$ cat src/rtl/uart_rx_cfg_pkg.sv
// Shared definitions for the configurable UART receiver: parity encodings,
// receiver FSM states and a small elaboration helper.
package uart_rx_cfg_pkg;

  localparam int PARITY_NONE = 0;
  localparam int PARITY_EVEN = 1;
  localparam int PARITY_ODD  = 2;

  typedef enum logic [2:0] {
    ST_IDLE     = 3'd0,
    ST_START    = 3'd1,
    ST_DATA     = 3'd2,
    ST_PARITY   = 3'd3,
    ST_STOP     = 3'd4,
    ST_BRK_WAIT = 3'd5
  } rx_state_t;

  function automatic int max_int(input int a, input int b);
    return (a > b) ? a : b;
  endfunction

endpackage

$ cat src/rtl/uart_rx_cfg_sampler.sv
// rx pad synchroniser plus a three-deep oversample history; maj_bit is the
// majority of the two previous s_tick samples and the current rx_s.
module uart_rx_cfg_sampler #(
  parameter int SYNC_STAGES = 2
) (
  input  logic clk,
  input  logic reset,
  input  logic rx,
  input  logic s_tick,
  output logic rx_s,
  output logic maj_bit
);

  logic [SYNC_STAGES-1:0] sync;
  logic [1:0]             hist;

  always_ff @(posedge clk) begin
    if (reset) begin
      sync <= '1;
      hist <= '1;
    end else begin
      sync <= {sync[SYNC_STAGES-2:0], rx};
      if (s_tick) hist <= {hist[0], rx_s};
    end
  end

  assign rx_s    = sync[SYNC_STAGES-1];
  assign maj_bit = (hist[1] & hist[0]) | (hist[1] & rx_s) | (hist[0] & rx_s);

endmodule

$ cat src/rtl/uart_rx_cfg.sv
// Configurable UART receiver: DBIT data bits LSB first, optional parity,
// programmable stop length, majority-vote sampling and line-break detection.
//
// state       | meaning
// ST_IDLE     | line idle, waiting for rx_s low
// ST_START    | timing to start-bit centre, glitch rejection
// ST_DATA     | shifting in DBIT data bits
// ST_PARITY   | sampling the parity bit
// ST_STOP     | stop period, frame report at its last tick
// ST_BRK_WAIT | break reported, waiting for line to return high
module uart_rx_cfg
  import uart_rx_cfg_pkg::*;
#(
  parameter int DBIT        = 8,
  parameter int OS_TICKS    = 16,
  parameter int PARITY      = 0,
  parameter int STOP_TICKS  = 16,
  parameter int SYNC_STAGES = 2
) (
  input  logic            clk,
  input  logic            reset,
  input  logic            rx,
  input  logic            s_tick,
  output logic            rx_done_tick,
  output logic [DBIT-1:0] data_out,
  output logic            parity_err,
  output logic            frame_err,
  output logic            break_det
);

  localparam int TW = $clog2(max_int(OS_TICKS, STOP_TICKS));
  localparam int BW = $clog2(DBIT + 1);
  // Decisions land one tick after the nominal centre so the vote window
  // (MID-1, MID, MID+1) is complete; all later bit boundaries inherit that.
  localparam logic [TW-1:0] T_VOTE     = TW'(OS_TICKS / 2);
  localparam logic [TW-1:0] T_BIT_END  = TW'(OS_TICKS - 1);
  localparam logic [TW-1:0] T_STOP_END = TW'(STOP_TICKS - 1);
  localparam logic [BW-1:0] B_LAST     = BW'(DBIT - 1);

  rx_state_t       state, state_next;
  logic [TW-1:0]   tick_cnt, tick_next;
  logic [BW-1:0]   bit_cnt, bit_next;
  logic [DBIT-1:0] data_sh, sh_next;
  logic            par_bit, par_next;
  logic            perr_q, perr_next;
  logic            ferr_q, ferr_next;
  logic            ferr_now, brk_now, finish;
  logic            rx_s, maj_bit;

  uart_rx_cfg_sampler #(.SYNC_STAGES(SYNC_STAGES)) u_sampler (
    .clk     (clk),
    .reset   (reset),
    .rx      (rx),
    .s_tick  (s_tick),
    .rx_s    (rx_s),
    .maj_bit (maj_bit)
  );

  always_ff @(posedge clk) begin
    if (reset) state <= ST_IDLE;
    else       state <= state_next;
  end

  always_comb begin
    state_next = state;
    tick_next  = tick_cnt;
    bit_next   = bit_cnt;
    sh_next    = data_sh;
    par_next   = par_bit;
    perr_next  = perr_q;
    ferr_next  = ferr_q;
    ferr_now   = ferr_q;
    brk_now    = 1'b0;
    finish     = 1'b0;
    case (state)
      ST_IDLE: begin
        tick_next = '0;
        if (!rx_s) state_next = ST_START;
      end
      ST_START: if (s_tick) begin
        if (tick_cnt == T_VOTE) begin
          tick_next = '0;
          bit_next  = '0;
          state_next = maj_bit ? ST_IDLE : ST_DATA;
        end else tick_next = tick_cnt + 1'b1;
      end
      ST_DATA: if (s_tick) begin
        if (tick_cnt == T_BIT_END) begin
          tick_next = '0;
          sh_next   = {maj_bit, data_sh[DBIT-1:1]};
          if (bit_cnt == B_LAST)
            state_next = (PARITY != PARITY_NONE) ? ST_PARITY : ST_STOP;
          else
            bit_next = bit_cnt + 1'b1;
        end else tick_next = tick_cnt + 1'b1;
      end
      ST_PARITY: if (s_tick) begin
        if (tick_cnt == T_BIT_END) begin
          tick_next  = '0;
          par_next   = maj_bit;
          perr_next  = (PARITY == PARITY_EVEN) ? (maj_bit != ^data_sh)
                                               : (maj_bit != ~^data_sh);
          state_next = ST_STOP;
        end else tick_next = tick_cnt + 1'b1;
      end
      ST_STOP: if (s_tick) begin
        // With one stop bit the vote tick and the final tick coincide.
        if (tick_cnt == T_BIT_END) begin
          ferr_now  = ~maj_bit;
          ferr_next = ~maj_bit;
        end
        if (tick_cnt == T_STOP_END) begin
          finish     = 1'b1;
          tick_next  = '0;
          brk_now    = ferr_now && (data_sh == '0) &&
                       ((PARITY == PARITY_NONE) || !par_bit);
          state_next = brk_now ? ST_BRK_WAIT : ST_IDLE;
        end else tick_next = tick_cnt + 1'b1;
      end
      ST_BRK_WAIT: if (rx_s) state_next = ST_IDLE;
      default: state_next = ST_IDLE;
    endcase
  end

  always_ff @(posedge clk) begin
    if (reset) begin
      tick_cnt     <= '0;
      bit_cnt      <= '0;
      data_sh      <= '0;
      par_bit      <= 1'b0;
      perr_q       <= 1'b0;
      ferr_q       <= 1'b0;
      rx_done_tick <= 1'b0;
      break_det    <= 1'b0;
      data_out     <= '0;
      parity_err   <= 1'b0;
      frame_err    <= 1'b0;
    end else begin
      tick_cnt     <= tick_next;
      bit_cnt      <= bit_next;
      data_sh      <= sh_next;
      par_bit      <= par_next;
      perr_q       <= perr_next;
      ferr_q       <= ferr_next;
      rx_done_tick <= finish;
      break_det    <= brk_now;
      if (finish) begin
        data_out   <= data_sh;
        parity_err <= perr_q;
        frame_err  <= ferr_now;
      end
    end
  end

endmodule
$ cat config.mk
export PLATFORM = sky130hd
export DESIGN_NAME = uart_rx_cfg
export DESIGN_NICKNAME = d
export VERILOG_FILES = /design/src/rtl/uart_rx_cfg_pkg.sv /design/src/rtl/uart_rx_cfg_sampler.sv /design/src/rtl/uart_rx_cfg.sv
export SDC_FILE = /design/constraint.sdc
export NUM_CORES = 1
export LEC_CHECK = 0
export CAP_MARGIN = 0
export CORE_ASPECT_RATIO = 1.2
export CORE_MARGIN = 5
export CORE_UTILIZATION = 45
export DETAILED_ROUTE_END_ITERATION = 16
export PLACE_DENSITY = 0.64
export SLEW_MARGIN = 20
export SYNTH_ARGS = -nofsm -noshare
export SYNTH_HDL_FRONTEND = slang
export SYNTH_SLANG_ARGS = --single-unit
$ cat constraint.sdc
create_clock -name clk -period 3.7 [get_ports clk]
set_clock_uncertainty 0.15 [all_clocks]
set_input_delay 0.925 -clock clk [delete_from_list [all_inputs] [get_ports clk]]
set_output_delay 0.925 -clock clk [all_outputs]
set_load 0.01 [all_outputs]
; Yosys cells after proc, flatten, opt, wreduce, memory -nomap -nowiden
; Index checks and enable logic that the tools add are counted.
[classes]
n_eq_ne = 22
add_sub_neg = 2
n_reduce_logical = 14
bitwise_logic = 9
mux = 33
[op_table]
columns = operator, n
row1 = $mux W3, 12
row2 = $mux W4, 9
row3 = $ne A2 B2 Y1 const B, 11
row4 = $pmux W3 S6, 1
row5 = $pmux W4 S3, 1
row6 = $reduce_and A11 Y1, 1
row7 = $reduce_and A3 Y1, 3
row8 = $add A4 B1 Y4 const B, 2
row9 = $eq A4 B4 Y1 const B, 2
row10 = $logic_not A8 Y1, 1
row11 = $mux W1, 8
row12 = $pmux W4 S2, 1
row13 = $reduce_xnor A8 Y1, 1
row14 = $eq A3 B2 Y1 const B, 2
row15 = $eq A3 B3 Y1 const B, 2
row16 = $reduce_and A6 Y1, 1
row17 = $eq A4 B3 Y1 const B, 1
row18 = $ne A2 B1 Y1 const B, 2
row19 = $not A1 Y1, 4
row20 = $reduce_or A4 Y1, 1
row21 = $and A1 B1 Y1, 3
row22 = $eq A3 B1 Y1 const B, 1
row23 = $logic_not A3 Y1, 1
row24 = $reduce_bool A3 Y1, 1
row25 = other kinds (7), 8
[totals]
in_bits = 4
regBits = 37
output_inout_bits = 12
elab_cells = 93

; Logic depth before layout (Yosys ltp)
; Gate-level depths: netlist of run 1.
[logic_depth]
word_depth = 12
depth_mapped = 7
mapped_depth_nobuf = 7

; Hierarchy
; From an unflattened synthesis of run 1, not the netlist that was laid out.
[unflattened]
hier_cells = 230
hier_area_um2 = 1871.8
[modules_own_cells]
columns = mod, instances, seq_area_each_um2, area_per_inst_um2, cells_per_inst
row1 = uart_rx_cfg, 1, 660.6, 1739.2, 219
row2 = uart_rx_cfg_sampler, 1, 80.1, 132.6, 11

; Worst setup path after synthesis of run 1
; OpenSTA, ideal clock, no wires.
[synth_timing]
kind = in2reg
from = input port s_tick
to = register state[2]
t_required_ps = 3420
arrival_ps = 1837
path_buffers = 1
setup_time_ps = 130
setup_slack_ps = 1583
stages = 6
cell_sequence = buf_2 -> nand4_1 -> o21ai_0 -> o21ai_1 -> a211oi_1 -> o31ai_1
[synth_between]
elab_chain_len = 2
word_cells_on_any_way = 5
classes_between = eq/ne (4) / reduce/logical (1)
[synth_rtl]
columns = item, line_no
row1 = "start, declared", uart_rx_cfg.sv:23  ; input logic s_tick,
row2 = $ne A2 B2 Y1 (no line), -
row3 = $reduce_and A11 Y1 (no line) (*), -
row4 = "end signal, assigned", uart_rx_cfg.sv:61  ; else state <= state_next;
row5 = "end, declared", uart_rx_cfg.sv:40  ; rx_state_t state, state_next;
; Every way passes the cells marked *; elsewhere a longest branch is shown, timed or not.
; A chain may end at the register's enable or synchronous reset.

; Final worst setup path of run 1
[layout_timing]
from = input port s_tick
to = register data_out[3]
[layout_between]
elab_chain_len = 2
[layout_rtl]
columns = item, line_no
row1 = $mux W1, uart_rx_cfg.sv:106  ; ST_STOP: if (s_tick) begin
row2 = $mux W1, uart_rx_cfg.sv:75  ; case (state)
row3 = "end signal, assigned", uart_rx_cfg.sv:148  ; data_out <= data_sh;
row4 = "end, declared", uart_rx_cfg.sv:25  ; output logic [DBIT-1:0] data_out,
; Every way passes these cells.

==> results.toml, run 1 <==
[run_status]
outcome = "complete, no violations"

[critical_path]
cp_slowest_stage_delay_ns = 0.70
path_max_fanout = 12
critPathRequiredTime_ns = 3.77
arrival_ns = 2.75
cp-end-kind = "flop"
start_kind = "input pin"
slowest_stage = "clkdlybuf4s50_1"
crit_chain = "clkdlybuf4s50_1 -> nand4_1 -> nor2_1 -> buf_4 -> nand2_1 -> a21oi_1"
path_class = "in -> reg"

[timing]
tightest_slew_ns = 0.559
hold_viol_final = 0
slew_headroom = 0.627
drv_slew = 0
clock.fmax_ghz = 0.373
fin_setup_tns_ns = 0
finalSetupViolations = 0
hold-worst-slack_ns = 0.264
worst_slack_ns = 1.02
min_period_ns = 2.68
layout_worst_path_cycle_share = 0.724
rsz0062_at_grt = "no"

[layout]
fillCellCount = 369
post-route-util = 0.533
diodes = 0
area_delta_synth_final_pct = 16.3
final_common_cell = "dfxtp_1"
nNetsFinal = 242
drive_above_1_share = 0.0991
final_cell_mix = "37 x dfxtp_1, 30 x nor2_1, 26 x a21oi_1, 26 x nand2_1, 15 x clkdlybuf4s50_1"
multi_input_area_sq_um = 948
ff_latch_area_sq_um = 741

[yosys]
synth_compound_gate_area_share = 0.163
synth-xor-area-share = 0.0293
synth-simple-area-share = 0.265
postSynthAreaPerCell_sq_um = 8.18
syn-num-nets = 230
synth_edf_count = 0
muxShareOfSynthArea = 0.0168
synth_top_family_by_area = "simple AND/OR/NAND/NOR gates"
netlist_area_sq_um = 1790
synth_warnings = 0
ys.flop_type = "dfxtp_1"
syn_inst = 219
seq_area_frac_synth = 0.413
ys_ff_latch = 37
yosysUniqueCellTypes = 45
synth-async-reset-ratio = 0
synth_fa_ha_area_frac = 0.0552

[place]
dp_hpwl_mm = 2.44
post-place-ws_ns = 0.709
io_buffers = 15
gp_congestion = 0.821

[routing]
detail_route.wl_per_cell_um = 12.2
route.detailed.drc = 0
via_per_inst = 5.04
drtIter0Drc = 85
vias = 1442
routed_wl_mm = 3.50
antenna_left = 0
first_pass_iters = 4

[grt]
grt_pass1_vias = 1367
grt_max_degree = 30
grt.total_usage = 0.155
antenna_found_initial = 0
grt_pass1_wl_mm = 6.33
grt-ovfl-total = 0

[die]
io_pins = 16
die_area_sq_um = 5350
start_util = 0.458
die_x_um = 67.6
die_h_um = 79.1
core-area_sq_um = 3910
rows = 25

[clocking]
clk_latency_ns = 0.29
clkTransAtPathRegs_ns = 0.07
cts_made_buffers = 5
h-tree-depth = 2
cts_sinks = 37
hold_buffers = 0
cts_resized = 0
tritoncts = "yes"
clock_path_buffers = 2
cts_setup_buffers = 0
clock-root-buffer = "clkbuf_8"

[power]
p_leak_nw = 0.738
vdd_drop_max_v = 0.000228
power-per-cell-area_nw_per_um2 = 383

[min_path]
hold_path_class = "reg -> reg"

[run]
cap_violations = 0
==> Yosys cell counts (3+ instances only) <==
| master | n | area share |
|---|---|---|
| mux2i_1 | 3 | 0.017 |
| a21oi_1 | 26 | 0.073 |
| a31oi_1 | 5 | 0.017 |
| clkbuf_1 | 6 | 0.013 |
| xnor2_1 | 5 | 0.024 |
| nand2b_1 | 4 | 0.014 |
| nor2b_1 | 3 | 0.010 |
| nor2_1 | 30 | 0.063 |
| ha_1 | 7 | 0.049 |
| inv_1 | 12 | 0.025 |
| nor3b_2 | 3 | 0.021 |
| dfxtp_1 | 37 | 0.41 |
| o21ai_0 | 5 | 0.014 |
| nor3_1 | 4 | 0.011 |
| buf_2 | 4 | 0.011 |
| nand2_1 | 26 | 0.054 |
| nand3_1 | 4 | 0.011 |
==> state kept, by name (all words and copies together) (netlist names) <==
signal and cells:
data_out 8, data_sh 8, bit_cnt 4, tick_cnt 4, state 3, u_sampler.hist 2
u_sampler.sync 2, break_det 1, ferr_q 1, frame_err 1, parity_err 1, perr_q 1
rx_done_tick 1
==> layer usage <==
metal  track usage  vias to the layer above  wire [um]
li1              -                      767          -
met1         0.202                      646       1640
met2         0.239                       23       1680
met3        0.0382                        6        121
met4        0.0669                        0         66
met5             0                        -          0
==> critical path, delay by kind of cell <==
family / cells / cell delay, ns
AND/OR/NAND/NOR: 3 / 0.77
AO/OA/AOI/OAI: 1 / 0.12
buffers and inverters: 2 / 0.93
==> final cells by class <==
cell class	instances	area share
inverters	12	0.0216
multi-input cells	158	0.455
clock buffers	7	0.0414
clock inverters	1	0.0144
well taps	54	0.0324
repair buffers	17	0.0793
flip-flops and latches	37	0.356
==> kinds of logic after synthesis <==
| kind of cell | count (synthesis) |
|---|---|
| simple gates | 93 |
| compound gates | 48 |
| flops | 37 |
| buf+inv | 24 |
| fa+ha+maj | 8 |
| xor+xnor | 6 |
| mux | 3 |
==> power by group <==
| part | leakage, nW | internal [mW] | total, mW | switching (mW) |
|---|---|---|---|---|
| clock | 0.0585 | 0.220 | 0.360 | 0.140 |
| sequential | 0.299 | 0.401 | 0.406 | 0.00437 |
| combinational | 0.381 | 0.0131 | 0.0317 | 0.0186 |
==> path summary, 6_finish.rpt <==
path	startpoint	to	slack, ns	cells after the start
max	s_tick	data_out[3]	1.02	6
min	u_sampler.sync[0]	u_sampler.sync[1]	0.26	1
max reg2reg	state[1]	data_sh[5]	1.63	5
min reg2reg	u_sampler.sync[0]	u_sampler.sync[1]	0.26	1
==> metrics by stage <==
| step | cells | power, mW | instance area [sq um] |
|---|---|---|---|
| 3_5_place_dp | 278 | 0.446 | 1970 |
| 2_1_floorplan | 219 | 0.438 | 1790 |
| 5_1_grt | 286 | 0.835 | 2080 |
| 3_3_place_gp | 278 | 0.447 | 1970 |
| 6_report | 286 | 0.798 | 2080 |
| 4_1_cts | 286 | 0.806 | 2080 |
(Power assumes the default switching activity.)
==> run 2: changes to the inputs <==
==> constraint.sdc (replaced) <==
create_clock -name clk -period 2.6 [get_ports clk]
set_clock_uncertainty 0.15 [all_clocks]
set_input_delay 0.65 -clock clk [delete_from_list [all_inputs] [get_ports clk]]
set_output_delay 0.65 -clock clk [all_outputs]
set_load 0.01 [all_outputs]
==> run 2 against run 1 <==
- design area is 0.42% higher
- setup slack worse by 0.49 ns
- combinational power is 62% higher
- largest cell class unchanged
- total power is 26% higher
- critical path type unchanged
- via count is 1.0% higher
- register-to-register slack worse by 0.91 ns
- critical endpoint is now state[2]
- clock-buffer cell count is 1 lower
- final cell count is 1.4% higher
==> results.toml, run 2 (synthesized netlist as in run 1, its figures left out) <==
[run_status]
outcome = "complete, no violations"

[timing]
clock.fmax_ghz = 0.484
finalSetupViolations = 0
slew_headroom = 0.717
tightest_slew_ns = 0.424
fin_setup_tns_ns = 0
rsz0062_at_grt = "no"
min_period_ns = 2.06
layout_worst_path_cycle_share = 0.794
hold_viol_final = 0
hold-worst-slack_ns = 0.250
drv_slew = 0

[routing]
drtIter0Drc = 49
routed_wl_mm = 3.41
vias = 1457
via_per_inst = 5.02
route.detailed.drc = 0
detail_route.wl_per_cell_um = 11.8
first_pass_iters = 4
antenna_left = 0

[layout]
final_common_cell = "dfxtp_1"
drive_above_1_share = 0.114
final_cell_mix = "37 x dfxtp_1, 30 x nor2_1, 26 x a21oi_1, 26 x nand2_1, 15 x clkdlybuf4s50_1"
largest_registers = "data_out: 8 flops, data_sh: 8 flops"
nNetsFinal = 246
fillCellCount = 384
diodes = 0
post-route-util = 0.535
area_delta_synth_final_pct = 16.8
instances_no_fill = 290

[clocking]
clkTransAtPathRegs_ns = 0.07
cts_made_buffers = 5
clk_latency_ns = 0.28
tritoncts = "yes"
cts_setup_buffers = 0
clock_path_buffers = 2
h-tree-depth = 2
cts_resized = 0
hold_buffers = 0
clock-root-buffer = "clkbuf_8"
cts_sinks = 37

[critical_path]
slowest_stage = "clkdlybuf4s50_1"
cp_slowest_stage_delay_ns = 0.53
start_kind = "input pin"
path_class = "in -> reg"
arrival_ns = 2.08
critPathRequiredTime_ns = 2.62
path_max_fanout = 4
cp-end-kind = "flop"
ff2ff_setup_slack_ns = 0.72
crit_chain = "clkdlybuf4s50_1 -> nand4_1 -> o21ai_0 -> o21ai_1 -> a211oi_1 -> o31ai_1"

[run]
cap_violations = 0

[power]
power-per-cell-area_nw_per_um2 = 481
p_total_mw = 1.01
p_seq_frac = 0.571
clockPowerShare = 0.378
combPwrFrac = 0.051
vdd_drop_max_v = 0.000421
swShare = 0.226
p_int_uw = 779
p_leak_nw = 0.748
power.switching_uw = 227

[min_path]
hold_path_class = "reg -> reg"

[grt]
grt_max_degree = 19
grt.total_usage = 0.144
grt_pass1_vias = 1343
antenna_found_initial = 0
grt-ovfl-total = 0
grtUsageMet2 = 0.233
grt.busiest_layer = "met2"
met3_usage = 0.0396
use_met1 = 0.176
grt_pass1_wl_mm = 5.92

[die]
core-area_sq_um = 3910
die_x_um = 67.6
rows = 25
die_area_sq_um = 5350
die_h_um = 79.1
io_pins = 16
start_util = 0.458

[place]
dp_hpwl_mm = 2.52
gp_congestion = 0.850
dp.cells = 282
io_buffers = 15
## run 2: layer usage
metal	part of all wire	up-vias
met5	0	-
met4	0.017	0
met3	0.034	5
met2	0.48	18
met1	0.46	662
li1	-	772
## run 2: power by group through the flow
| stage | clock network, mW | logic (mW) | registers, mW |
|---|---|---|---|
| 3_5_place_dp | 0 | 0.0512 | 0.588 |
| 6_report | 0.380 | 0.0513 | 0.575 |
| 4_1_cts | 0.395 | 0.0517 | 0.574 |
| 2_1_floorplan | 0 | 0.0355 | 0.587 |
| 5_1_grt | 0.426 | 0.0564 | 0.575 |
| 3_3_place_gp | 0 | 0.0514 | 0.587 |
## run 2: final cells by class
type	count	area, sq um	area share
timing repair buffer	21	208	0.0993
clock inverter	2	10.0	0.00478
clock buffer	6	72.6	0.0347
inverter	12	45.0	0.0215
tap	54	67.6	0.0323
sequential	37	741	0.354
multi-input combinational	158	948	0.453
## run 2: per-stage QoR
step	area (sq um)	setup slack, ns
after floorplan	1790	0.758
after CTS	2090	0.551
final	2090	0.536
after detailed placement	2010	0.255
after global placement	2010	0.237
after global routing	2090	0.460
## run 2: final timing paths
check / start / endpoint / cells after the start
max reg2reg: tick_cnt[0] / state[0] / 6
min reg2reg: u_sampler.sync[0] / u_sampler.sync[1] / 1
min: u_sampler.sync[0] / u_sampler.sync[1] / 1
max: s_tick / state[2] / 6
## run 2: critical path: cells and delay by family
| family | cells | cell delay (ns) |
|---|---|---|
| buffers and inverters | 1 | 0.53 |
| AOI/OAI and AO/OA | 4 | 0.71 |
| and+or+nand+nor | 1 | 0.20 |
